<file path="src/rtl/imem_loader_if.sv">
// imem_loader_if: byte-stream input, instruction-memory write port and status of the program loader.
interface imem_loader_if #(parameter int ADDR_W = 8);
   logic              start;
   logic [ADDR_W:0]   num_words;
   logic              in_valid;
   logic [7:0]        in_data;
   logic              in_ready;
   logic              mem_we;
   logic [ADDR_W-1:0] mem_addr;
   logic [31:0]       mem_wdata;
   logic              core_hold;
   logic              busy;
   logic              done;
   logic              err;
   modport master (
      output start, num_words, in_valid, in_data,
      input  in_ready, mem_we, mem_addr, mem_wdata, core_hold, busy, done, err
   );
   modport slave (
      input  start, num_words, in_valid, in_data,
      output in_ready, mem_we, mem_addr, mem_wdata, core_hold, busy, done, err
   );
endinterface

</file>
<file path="src/rtl/imem_loader.sv">
// imem_loader: assembles a big-endian byte stream into 32-bit words and writes them to
// consecutive instruction-memory addresses, holding the core until the load completes.
module imem_loader #(
   parameter int ADDR_W = 8,
   parameter int DEPTH  = 256
) (
   input  logic          clk,
   input  logic          rst,
   imem_loader_if.slave  bus
);
   typedef enum logic [1:0] {IDLE, RECV, WRITE, DONE} state_t;
   localparam logic [ADDR_W:0] NW_MAX = (ADDR_W+1)'(DEPTH);

   state_t            state_q, state_d;
   logic [1:0]        byte_cnt_q, byte_cnt_d;
   logic [ADDR_W-1:0] word_addr_q, word_addr_d;
   logic [ADDR_W:0]   num_q, num_d;
   logic [23:0]       asm_q, asm_d;
   logic [ADDR_W-1:0] mem_addr_q, mem_addr_d;
   logic [31:0]       mem_wdata_q, mem_wdata_d;
   logic              core_hold_q, core_hold_d;
   logic              err_q, err_d;

   logic start_ok, start_acc, accept, last_byte, last_word;

   assign start_ok  = bus.num_words != '0 && bus.num_words <= NW_MAX;
   assign start_acc = state_q == IDLE && bus.start && start_ok;
   assign accept    = state_q == RECV && bus.in_valid;
   assign last_byte = accept && byte_cnt_q == 2'd3;
   assign last_word = {1'b0, word_addr_q} == num_q - 1'b1;

   always_ff @(posedge clk) begin
      if (rst) begin
         state_q     <= IDLE;
         byte_cnt_q  <= '0;
         word_addr_q <= '0;
         num_q       <= '0;
         asm_q       <= '0;
         mem_addr_q  <= '0;
         mem_wdata_q <= '0;
         core_hold_q <= 1'b1;
         err_q       <= 1'b0;
      end else begin
         state_q     <= state_d;
         byte_cnt_q  <= byte_cnt_d;
         word_addr_q <= word_addr_d;
         num_q       <= num_d;
         asm_q       <= asm_d;
         mem_addr_q  <= mem_addr_d;
         mem_wdata_q <= mem_wdata_d;
         core_hold_q <= core_hold_d;
         err_q       <= err_d;
      end
   end

   always_comb begin
      state_d = state_q;
      case (state_q)
         IDLE:    state_d = start_acc ? RECV : IDLE;
         RECV:    state_d = last_byte ? WRITE : RECV;
         WRITE:   state_d = last_word ? DONE : RECV;
         default: state_d = IDLE;
      endcase
   end

   // The finished word is captured on its 4th byte so it is stable through WRITE and after.
   always_comb begin
      byte_cnt_d  = start_acc ? 2'd0 : accept ? byte_cnt_q + 2'd1 : byte_cnt_q;
      word_addr_d = start_acc ? '0 : (state_q == WRITE && !last_word) ? word_addr_q + 1'b1 : word_addr_q;
      num_d       = start_acc ? bus.num_words : num_q;
      asm_d       = accept ? {asm_q[15:0], bus.in_data} : asm_q;
      mem_addr_d  = last_byte ? word_addr_q : mem_addr_q;
      mem_wdata_d = last_byte ? {asm_q, bus.in_data} : mem_wdata_q;
      core_hold_d = start_acc ? 1'b1 : state_q == DONE ? 1'b0 : core_hold_q;
      err_d       = state_q == IDLE && bus.start && !start_ok;
   end

   always_comb begin
      bus.in_ready  = state_q == RECV;
      bus.mem_we    = state_q == WRITE;
      bus.done      = state_q == DONE;
      bus.busy      = state_q != IDLE;
      bus.mem_addr  = mem_addr_q;
      bus.mem_wdata = mem_wdata_q;
      bus.core_hold = core_hold_q;
      bus.err       = err_q;
   end
endmodule

</file>
<file path="src/flat_wrapper.sv">
// flat-port wrapper written by rule: the top's interface ports become plain ports
module imem_loader_flat 
#(
   parameter int ADDR_W = 8,
   parameter int DEPTH  = 256
)
  (clk, rst, bus_start, bus_num_words, bus_in_valid, bus_in_data, bus_in_ready, bus_mem_we, bus_mem_addr, bus_mem_wdata, bus_core_hold, bus_busy, bus_done, bus_err);
  imem_loader_if #(.ADDR_W(ADDR_W)) bus_i ();
  input  logic clk;
  input  logic rst;
  input wire logic [$bits(bus_i.start)-1:0] bus_start;
  input wire logic [$bits(bus_i.num_words)-1:0] bus_num_words;
  input wire logic [$bits(bus_i.in_valid)-1:0] bus_in_valid;
  input wire logic [$bits(bus_i.in_data)-1:0] bus_in_data;
  output wire logic [$bits(bus_i.in_ready)-1:0] bus_in_ready;
  output wire logic [$bits(bus_i.mem_we)-1:0] bus_mem_we;
  output wire logic [$bits(bus_i.mem_addr)-1:0] bus_mem_addr;
  output wire logic [$bits(bus_i.mem_wdata)-1:0] bus_mem_wdata;
  output wire logic [$bits(bus_i.core_hold)-1:0] bus_core_hold;
  output wire logic [$bits(bus_i.busy)-1:0] bus_busy;
  output wire logic [$bits(bus_i.done)-1:0] bus_done;
  output wire logic [$bits(bus_i.err)-1:0] bus_err;
  assign bus_i.start = bus_start;
  assign bus_i.num_words = bus_num_words;
  assign bus_i.in_valid = bus_in_valid;
  assign bus_i.in_data = bus_in_data;
  assign bus_in_ready = bus_i.in_ready;
  assign bus_mem_we = bus_i.mem_we;
  assign bus_mem_addr = bus_i.mem_addr;
  assign bus_mem_wdata = bus_i.mem_wdata;
  assign bus_core_hold = bus_i.core_hold;
  assign bus_busy = bus_i.busy;
  assign bus_done = bus_i.done;
  assign bus_err = bus_i.err;
  imem_loader #(.ADDR_W(ADDR_W), .DEPTH(DEPTH)) u_core (.clk(clk), .rst(rst), .bus(bus_i));
endmodule
</file>
<file path="config.mk">
export PLATFORM = sky130hd
export DESIGN_NAME = imem_loader_flat
export DESIGN_NICKNAME = d
export VERILOG_FILES = /design/src/rtl/imem_loader_if.sv /design/src/rtl/imem_loader.sv /design/src/flat_wrapper.sv
export SDC_FILE = /design/constraint.sdc
export NUM_CORES = 1
export LEC_CHECK = 0
export BUFFER_PORTS_ARGS = -buffer_cell sky130_fd_sc_hd__buf_2
export CAP_MARGIN = 20
export CORE_ASPECT_RATIO = 1.75
export CORE_MARGIN = 2
export CORE_UTILIZATION = 49
export CTS_BUF_LIST = sky130_fd_sc_hd__clkbuf_8 sky130_fd_sc_hd__clkbuf_16
export DETAILED_ROUTE_END_ITERATION = 8
export PLACE_DENSITY = 0.78
export SLEW_MARGIN = 20
export SYNTH_ARGS = -nofsm -noshare
export SYNTH_HDL_FRONTEND = slang
export SYNTH_SLANG_ARGS = --single-unit
</file>
<file path="constraint.sdc">
create_clock -name clk -period 2.1 [get_ports clk]
set_clock_uncertainty 0.05 [all_clocks]
set_input_delay 0.105 -clock clk [delete_from_list [all_inputs] [get_ports clk]]
set_output_delay 0.105 -clock clk [all_outputs]
set_load 0.02 [all_outputs]
</file>
==> run summary, run 1 <==
POWER AND IR DROP
--------------------------------------------------------------------------------------------------
VDD IR-drop max .....................................................................     0.517 mV
Power per standard cell area ........................................................   764 nW/um2
Leakage power of the design .........................................................      1.91 nW

SYNTHESIS
--------------------------------------------------------------------------------------------------
Most frequent cell after synthesis .................................................. sky130_fd_sc_hd__nand2_1
Syn nets ............................................................................          459
Main synth FF type .................................................................. sky130_fd_sc_hd__dfxtp_1
Yosys top cell area share ...........................................................        0.493
Number of synthesized register bits .................................................           87
Per-instance average area after synthesis ...........................................     8.12 um2
Number of instances in the synthesized netlist ......................................          435
Post-synth top cells ................................................................ 149 x sky130_fd_sc_hd__nand2_1, 87 x sky130_fd_sc_hd__dfxtp_1, 69 x sky130_fd_sc_hd__a21oi_1
Post-synthesis cell type with the largest combined area ............................. sky130_fd_sc_hd__dfxtp_1
Sequential fraction of the synthesis area ...........................................        0.493
Synthesis Warnings ..................................................................            0
Proportion of register bits with asynchronous set or reset after synthesis ..........            0
Synth Cell Area .....................................................................     3530 um2
Number of distinct library cells after synthesis ....................................           39
Number of enable-type register cells in the synthesized netlist .....................            0
Top area cells in the synthesized netlist ........................................... sky130_fd_sc_hd__dfxtp_1 49%, sky130_fd_sc_hd__nand2_1 16%, sky130_fd_sc_hd__a21oi_1 9.8%

CRITICAL PATH
--------------------------------------------------------------------------------------------------
Startpoint of the lowest-slack register-to-register path ............................ u_core.num_q[0]
Critical path peak fanout ...........................................................            4
Endpoint of the lowest-slack register-to-register path .............................. u_core.word_addr_q[6]
Max stage delay on crit path ........................................................      0.34 ns
Critical path cell sequence ......................................................... inv_1, ha_2, xor2_1, xnor2_1, nand4_1, a211oi_4, buf_4, a2111oi_4, mux2i_1
Critical Path RT ....................................................................      2.31 ns
Count of buffering cells on the critical path with inverters included ...............            2
Startpoint Class ....................................................................    flip-flop
Arrival time reported for the critical path endpoint ................................      2.41 ns
Worst Reg2Reg Path Length in Cells ..................................................            9
Internal reg-to-reg setup slack .....................................................     -0.10 ns
Crit-path leading delay family ...................................................... XOR/XNOR gates
Cell at the slowest stage of the critical path ...................................... sky130_fd_sc_hd__dfxtp_2
Crit path from ...................................................................... u_core.num_q[0]
CP Capture Type .....................................................................    flip-flop
Critical path type .................................................................. flip-flop to flip-flop

STA
--------------------------------------------------------------------------------------------------
RSZ-0062 raised after global routing ................................................          yes
Final hold violations ...............................................................            1
Number of failing setup endpoints in the final timing report ........................            5
Hold Worst Slack ....................................................................  -0.00139 ns
Transition at the pin with the smallest max-transition slack ........................     0.742 ns
Slew Limit Fails ....................................................................            0
Final critical delay including setup and external delays ............................      2.20 ns
Worst slew slack as a fraction of its limit .........................................        0.505
Final total negative setup slack ....................................................    -0.155 ns
Smallest setup slack after layout ...................................................    -0.101 ns
Peak Freq ...........................................................................      454 MHz
Fin crit share ......................................................................         1.05

GLOBAL ROUTING
--------------------------------------------------------------------------------------------------
Global-route wire length before repair ..............................................      14.1 mm
Antenna violations before repair ....................................................            0
Via count of the first global-routing pass ..........................................         3126
Global-route congestion overflow total ..............................................            0
Total GRT Usage .....................................................................        0.237
Pin count of the biggest net entering global routing ................................           78

HOLD PATH
--------------------------------------------------------------------------------------------------
Cells on Worst Hold Path ............................................................            3
Min-Delay Path Class ................................................................ primary input to flip-flop
Hold EP ............................................................................. u_core.num_q[1]
Worst hold path startpoint .......................................................... bus_num_words[1]

CTS
--------------------------------------------------------------------------------------------------
Clock tree buffer depth .............................................................            2
Master cell of the clock root buffer ................................................ sky130_fd_sc_hd__clkbuf_16
Clock transition time at the flip-flop clock pins of the worst setup and hold paths .      0.06 ns
Number of sinks handled by clock tree synthesis .....................................           87
H-tree lvl count ....................................................................            3
Number of buffers created by CTS ....................................................            9
Clock latency on the worst-skew pair ................................................      0.33 ns
Clock tree from TritonCTS ...........................................................         done

PLACE
--------------------------------------------------------------------------------------------------
Routability congestion estimate .....................................................        0.885
Area post-placement .................................................................     4060 um2
Number of buffers inserted by port buffering ........................................           66
Post-DP HPWL ........................................................................      5.93 mm

DIE
--------------------------------------------------------------------------------------------------
Core Footprint ......................................................................     7080 um2
Width of the chip ...................................................................      68.2 um
Starting density of the core ........................................................        0.499
Die Height ..........................................................................       116 um
Area of the die .....................................................................     7930 um2
Standard-cell row count .............................................................           41
I/O pin total .......................................................................           67

FINISH
--------------------------------------------------------------------------------------------------
Share of layout cells above drive strength 1 ........................................        0.243
Final std cell area, no fill ........................................................     4690 um2
Diodes inserted .....................................................................            0
Fin nets ............................................................................          554
Filler cell count ...................................................................          572
Area Overhead vs Synth ..............................................................        32.8%

DRT
--------------------------------------------------------------------------------------------------
Final Routed Wirelength .............................................................      8.97 mm
Number of search-and-repair iterations in the first detailed-routing pass ...........            4
Via Count ...........................................................................         3302
Routed via count divided by cell count ..............................................         5.33
Routed wire per std cell ............................................................      14.5 um
Post-route ant nets .................................................................            0
Number of design rule violations left after detail routing ..........................            0
Detailed router's first-iteration violation count ...................................          228

FLOW RUN
--------------------------------------------------------------------------------------------------
Maximum Capacitance Violations ......................................................            0

RUN STATUS
--------------------------------------------------------------------------------------------------
Violated checks ..................................................................... hold timing, setup timing
Outcome ............................................................................. complete, but fails checks

==> how the worst max path moves through the flow <==
stage / endpoint / slack (ns) / cells after the start
after floorplan: u_core.word_addr_q[5] / 0.07 / 6
after global placement: u_core.word_addr_q[5] / 0.09 / 9
after detailed placement: u_core.word_addr_q[5] / -0.07 / 9
after CTS: u_core.word_addr_q[6] / 0.001 / 7
after global routing: u_core.word_addr_q[6] / -0.16 / 9
final: u_core.word_addr_q[6] / -0.10 / 9
==> sequential cells by signal (all words and copies together) (netlist names) <==
name,flops
u_core.bus.core_hold,1
u_core.word_addr_q,8
u_core.bus.err,1
u_core.num_q,9
u_core.bus.mem_wdata,32
u_core.state_q,2
u_core.asm_q,24
u_core.byte_cnt_q,2
u_core.bus.mem_addr,8
==> report_power, final <==
part / total [W] / internal [W] / switching (W) / leakage [nW]
Combinational: 0.000324 / 0.000150 / 0.000174 / 1.06
Sequential: 0.00169 / 0.00167 / 0.0000185 / 0.704
Clock: 0.00157 / 0.000972 / 0.000597 / 0.149
==> layout by cell type, fill, tap and decap left out, types with 3 or more instances in the layout <==
master	count
sky130_fd_sc_hd__a21oi_1	68
sky130_fd_sc_hd__and2_1	3
sky130_fd_sc_hd__buf_2	65
sky130_fd_sc_hd__buf_4	25
sky130_fd_sc_hd__clkbuf_16	10
sky130_fd_sc_hd__dfxtp_1	84
sky130_fd_sc_hd__dfxtp_2	3
sky130_fd_sc_hd__dlygate4sd3_1	15
sky130_fd_sc_hd__inv_1	8
sky130_fd_sc_hd__mux2i_1	15
sky130_fd_sc_hd__nand2_1	148
sky130_fd_sc_hd__nand2b_1	8
sky130_fd_sc_hd__nand4_1	4
sky130_fd_sc_hd__nor2_1	15
sky130_fd_sc_hd__or4_1	3
sky130_fd_sc_hd__xnor2_1	7
sky130_fd_sc_hd__xor2_1	4
==> timing repair <==
| action | 4_1_cts | 5_1_grt |
|---|---|---|
| pin swaps | 0 | 10 |
| hold buffers | 16 | 0 |
| gates resized for setup | 3 | 22 |
| setup endpoints to repair | 2 | 20 |
| endpoints found under the hold margin | 24 | 0 |
| cloned | 0 | 2 |
| buffers inserted | 0 | 3 |
==> logic make-up after synthesis <==
family,after synthesis,synth area share
fa+ha+maj,3,0.0106
flops,87,0.493
compound gates,87,0.146
simple gates,198,0.238
xor+xnor,11,0.0273
buf+inv,33,0.0393
mux,16,0.0454
==> cell type report <==
class                           instances  area [um2]  share of cell area
Multi-Input combinational cell        315        1760               0.375
Sequential cell                        87        1750               0.372
Tap cell                               86         108              0.0229
Timing Repair Buffer                  110         752               0.160
Clock buffer                           11         253              0.0539
Clock inverter                          4        46.3             0.00987
Inverter                                7        26.3             0.00560
==> worst reg2reg max path, cell delays in order, from the launching register on <==
cell and delay, ns:
sky130_fd_sc_hd__dfxtp_2 0.34, sky130_fd_sc_hd__inv_1 0.07, sky130_fd_sc_hd__ha_2 0.22, sky130_fd_sc_hd__xor2_1 0.30, sky130_fd_sc_hd__xnor2_1 0.16, sky130_fd_sc_hd__nand4_1 0.17
sky130_fd_sc_hd__a211oi_4 0.06, sky130_fd_sc_hd__buf_4 0.16, sky130_fd_sc_hd__a2111oi_4 0.34, sky130_fd_sc_hd__mux2i_1 0.25
==> routing by layer <==
metal | up-vias | part of all wire | track usage | routed length (um)
li1 | 1627 | - | - | -
met1 | 1565 | 0.35 | 0.245 | 3150
met2 | 85 | 0.57 | 0.431 | 5140
met3 | 25 | 0.039 | 0.0453 | 348
met4 | 0 | 0.037 | 0.127 | 335
met5 | - | 0 | 0 | 0
==> metrics by stage <==
stage / hold slack [ns] / setup WS, ns / std cells / util / total power (W)
finish: -0.00139 / -0.101 / 620 / 0.662 / 0.00358
global route: 0.0173 / -0.163 / 620 / 0.662 / 0.00370
CTS: 0.000951 / 0.000954 / 616 / 0.641 / 0.00355
detailed placement: 0.314 / -0.0719 / 585 / 0.574 / 0.00197
global placement: 0.297 / 0.0890 / 585 / 0.574 / 0.00196
floorplan: 0.191 / 0.0651 / 435 / - / 0.00188
(Power assumes the default switching activity.)
==> run 2, diff against run 1 <==
--- a/config.mk
+++ b/config.mk
@@ -10,3 +10,2 @@
 export CORE_ASPECT_RATIO = 1.75
-export CORE_MARGIN = 2
 export CORE_UTILIZATION = 49
--- a/constraint.sdc
+++ b/constraint.sdc
@@ -4,2 +4,2 @@
 set_output_delay 0.105 -clock clk [all_outputs]
-set_load 0.02 [all_outputs]
+set_load 0.01 [all_outputs]
==> run summary, run 2 (same netlist as run 1, synthesis figures left out) <==
RUN STATUS
--------------------------------------------------------------------------------------------------
Outcome ............................................................................. finished, final reports clean

HOLD PATH
--------------------------------------------------------------------------------------------------
Worst hold path startpoint .......................................................... bus_num_words[5]
Hold EP ............................................................................. u_core.num_q[5]
Cells on Worst Hold Path ............................................................            3   unchanged
Min-Delay Path Class ................................................................ primary input to flip-flop

CRITICAL PATH
--------------------------------------------------------------------------------------------------
Critical path type .................................................................. primary input to flip-flop
Internal reg-to-reg setup slack .....................................................      0.06 ns   +0.16 ns
Critical Path RT ....................................................................      2.26 ns   -0.05 ns
Startpoint Class .................................................................... primary input
Critical path peak fanout ...........................................................            6   +2
Endpoint of the lowest-slack register-to-register path .............................. u_core.word_addr_q[6]
Arrival time reported for the critical path endpoint ................................      2.23 ns   -0.18 ns
Worst Reg2Reg Path Length in Cells ..................................................            9   unchanged
Crit path from ...................................................................... bus_num_words[6]
CP Capture Type .....................................................................    flip-flop
Startpoint of the lowest-slack register-to-register path ............................ u_core.num_q[0]

PLACE
--------------------------------------------------------------------------------------------------
Number of buffers inserted by port buffering ........................................           66   unchanged
Routability congestion estimate .....................................................        0.873   -1.3%
Post-placement worst setup slack ....................................................   -0.0642 ns   +0.00775 ns
Area post-placement .................................................................     4080 um2   +0.49%
Post-DP HPWL ........................................................................      5.93 mm   about the same

STA
--------------------------------------------------------------------------------------------------
Hold Worst Slack ....................................................................    0.0308 ns   +0.0322 ns
Peak Freq ...........................................................................      483 MHz   +6.4%
Final critical delay including setup and external delays ............................      2.07 ns   -0.132 ns
Worst slew slack as a fraction of its limit .........................................        0.657   +0.151
Number of failing setup endpoints in the final timing report ........................            0   -5
Final total negative setup slack ....................................................         0 ns   +0.155 ns
Fin crit share ......................................................................        0.986   -0.0628
Final hold violations ...............................................................            0   -1
Transition at the pin with the smallest max-transition slack ........................     0.515 ns   -0.227 ns
Smallest setup slack after layout ...................................................    0.0304 ns   +0.132 ns
Slew Limit Fails ....................................................................            0   unchanged

DIE
--------------------------------------------------------------------------------------------------
Die Height ..........................................................................       114 um   -1.7%
Standard-cell row count .............................................................           40   -2.4%
Core Footprint ......................................................................     6910 um2   -2.4%
Width of the chip ...................................................................      66.2 um   -2.9%
Starting density of the core ........................................................        0.511   +0.0125
Area of the die .....................................................................     7560 um2   -4.6%
I/O pin total .......................................................................           67   unchanged

DRT
--------------------------------------------------------------------------------------------------
Number of search-and-repair iterations in the first detailed-routing pass ...........            4   unchanged
Number of design rule violations left after detail routing ..........................            0   unchanged
Routed wire per std cell ............................................................      14.8 um   +2.1%
Routed via count divided by cell count ..............................................         5.36   +0.67%
Detailed router's first-iteration violation count ...................................          190   -17%
Via Count ...........................................................................         3324   +0.67%
Post-route ant nets .................................................................            0   unchanged
Final Routed Wirelength .............................................................      9.16 mm   +2.1%

CTS
--------------------------------------------------------------------------------------------------
Number of sinks handled by clock tree synthesis .....................................           87   unchanged
Number of buffers created by CTS ....................................................            9   unchanged
Clock tree buffer depth .............................................................            2   unchanged
Clock tree from TritonCTS ...........................................................         done
Clock latency on the worst-skew pair ................................................      0.34 ns   about the same
Master cell of the clock root buffer ................................................ sky130_fd_sc_hd__clkbuf_16
H-tree lvl count ....................................................................            3   unchanged
Clock transition time at the flip-flop clock pins of the worst setup and hold paths .      0.06 ns   about the same

GLOBAL ROUTING
--------------------------------------------------------------------------------------------------
Via count of the first global-routing pass ..........................................         3076   -1.6%
Pin count of the biggest net entering global routing ................................           52   -33%
Antenna violations before repair ....................................................            0   unchanged
Global-route wire length before repair ..............................................      14.0 mm   -0.88%
Global-route congestion overflow total ..............................................            0   unchanged
Total GRT Usage .....................................................................        0.248   +0.0115

FINISH
--------------------------------------------------------------------------------------------------
Area used by multi-input combinational logic ........................................     1790 um2   +1.6%
Fin nets ............................................................................          555   +0.18%
Filler cell count ...................................................................          533   -6.8%
Commonest cells after routing, fill and taps aside .................................. 148 x sky130_fd_sc_hd__nand2_1, 83 x sky130_fd_sc_hd__dfxtp_1, 69 x sky130_fd_sc_hd__a21oi_1
Share of layout cells above drive strength 1 ........................................        0.256   +0.0122
Combined flip-flop and latch cell area ..............................................     1750 um2   +0.22%
Number of flip-flops under the largest register name ................................           32   unchanged
Area Overhead vs Synth ..............................................................        34.8%
Diodes inserted .....................................................................            0   unchanged
Final std cell area, no fill ........................................................     4760 um2   +1.5%
Most common cell after layout, fill and taps aside .................................. sky130_fd_sc_hd__nand2_1

POWER AND IR DROP
--------------------------------------------------------------------------------------------------
Gate power share ....................................................................        0.086   -0.004
Sw Share ............................................................................        0.218   -0.00245
Switching Power .....................................................................   0.000830 W   +5.1%
Power per standard cell area ........................................................   799 nW/um2   +4.7%
Internal power ......................................................................    0.00297 W   +6.6%
Sequential fraction of design power .................................................        0.444   -0.027
Clk pwr share .......................................................................        0.471   +0.033
Leakage power of the design .........................................................      1.94 nW   +1.5%
VDD IR-drop max .....................................................................     0.481 mV   -6.9%

FLOW RUN
--------------------------------------------------------------------------------------------------
Maximum Capacitance Violations ......................................................            0   unchanged

-- run 2: cell types whose count changed in the layout (fill, tap and decap cells not counted), moves of 2 or more --
cell / before / now
sky130_fd_sc_hd__a31oi_4: 0 / 2
sky130_fd_sc_hd__bufinv_16: 1 / 3
sky130_fd_sc_hd__o31ai_1: 2 / 0
sky130_fd_sc_hd__clkbuf_8: 2 / 0
-- run 2: stage by stage --
step | utilization | total power [W] | std cells
3_5_place_dp | 0.591 | 0.00197 | 586
6_report | 0.689 | 0.00380 | 620
3_3_place_gp | 0.591 | 0.00196 | 586
2_1_floorplan | - | 0.00187 | 435
4_1_cts | 0.666 | 0.00378 | 618
5_1_grt | 0.689 | 0.00392 | 620
-- run 2: final cells by class --
type | count | share of cell area
Multi-Input combinational cell | 315 | 0.376
Sequential cell | 87 | 0.367
Timing Repair Buffer | 111 | 0.158
Clock buffer | 9 | 0.0473
Clock inverter | 7 | 0.0237
Tap cell | 84 | 0.0221
Inverter | 7 | 0.00552
-- run 2: worst max-delay path by stage --
stage | endpoint | slack [ns] | cells after the start
floorplan | u_core.word_addr_q[5] | 0.07 | 6
global placement | u_core.word_addr_q[6] | 0.08 | 9
detailed placement | u_core.word_addr_q[6] | -0.06 | 9
CTS | u_core.word_addr_q[3] | 0.001 | 9
global route | u_core.word_addr_q[6] | -0.04 | 9
finish | u_core.num_q[2] | 0.03 | 9
-- run 2: routing by layer --
metal,routed length (um),part of all wire,vias up,GRT usage
met5,0,0,-,0
met4,418,0.046,0,0.145
met3,354,0.039,33,0.0677
met2,5050,0.55,88,0.441
met1,3340,0.36,1571,0.250
li1,-,-,1632,-
-- run 2: what timing repair did --
item / CTS / global route
gates resized for setup: 3 / 29
pin swaps: 0 / 8
setup endpoints to repair: 2 / 18
endpoints found under the hold margin: 24 / 0
hold buffers: 16 / 0
cloned: 0 / 2
buffers inserted: 0 / 1
-- run 2: power groups by stage --
stage / clock network, W / logic (W) / registers, W
4_1_cts: 0.00182 / 0.000277 / 0.00168
2_1_floorplan: 0 / 0.000154 / 0.00172
3_3_place_gp: 0 / 0.000237 / 0.00172
3_5_place_dp: 0 / 0.000248 / 0.00172
6_report: 0.00179 / 0.000326 / 0.00169
5_1_grt: 0.00189 / 0.000348 / 0.00169
-- run 2: worst max-delay path: stages --
cell and delay (ns):
sky130_fd_sc_hd__dlygate4sd3_1 0.53, sky130_fd_sc_hd__buf_2 0.13, sky130_fd_sc_hd__or4_4 0.42, sky130_fd_sc_hd__or3_4 0.37, sky130_fd_sc_hd__and2_4 0.18, sky130_fd_sc_hd__nand2_4 0.08, sky130_fd_sc_hd__buf_12 0.12, sky130_fd_sc_hd__mux2i_1 0.23
sky130_fd_sc_hd__nor2_1 0.06
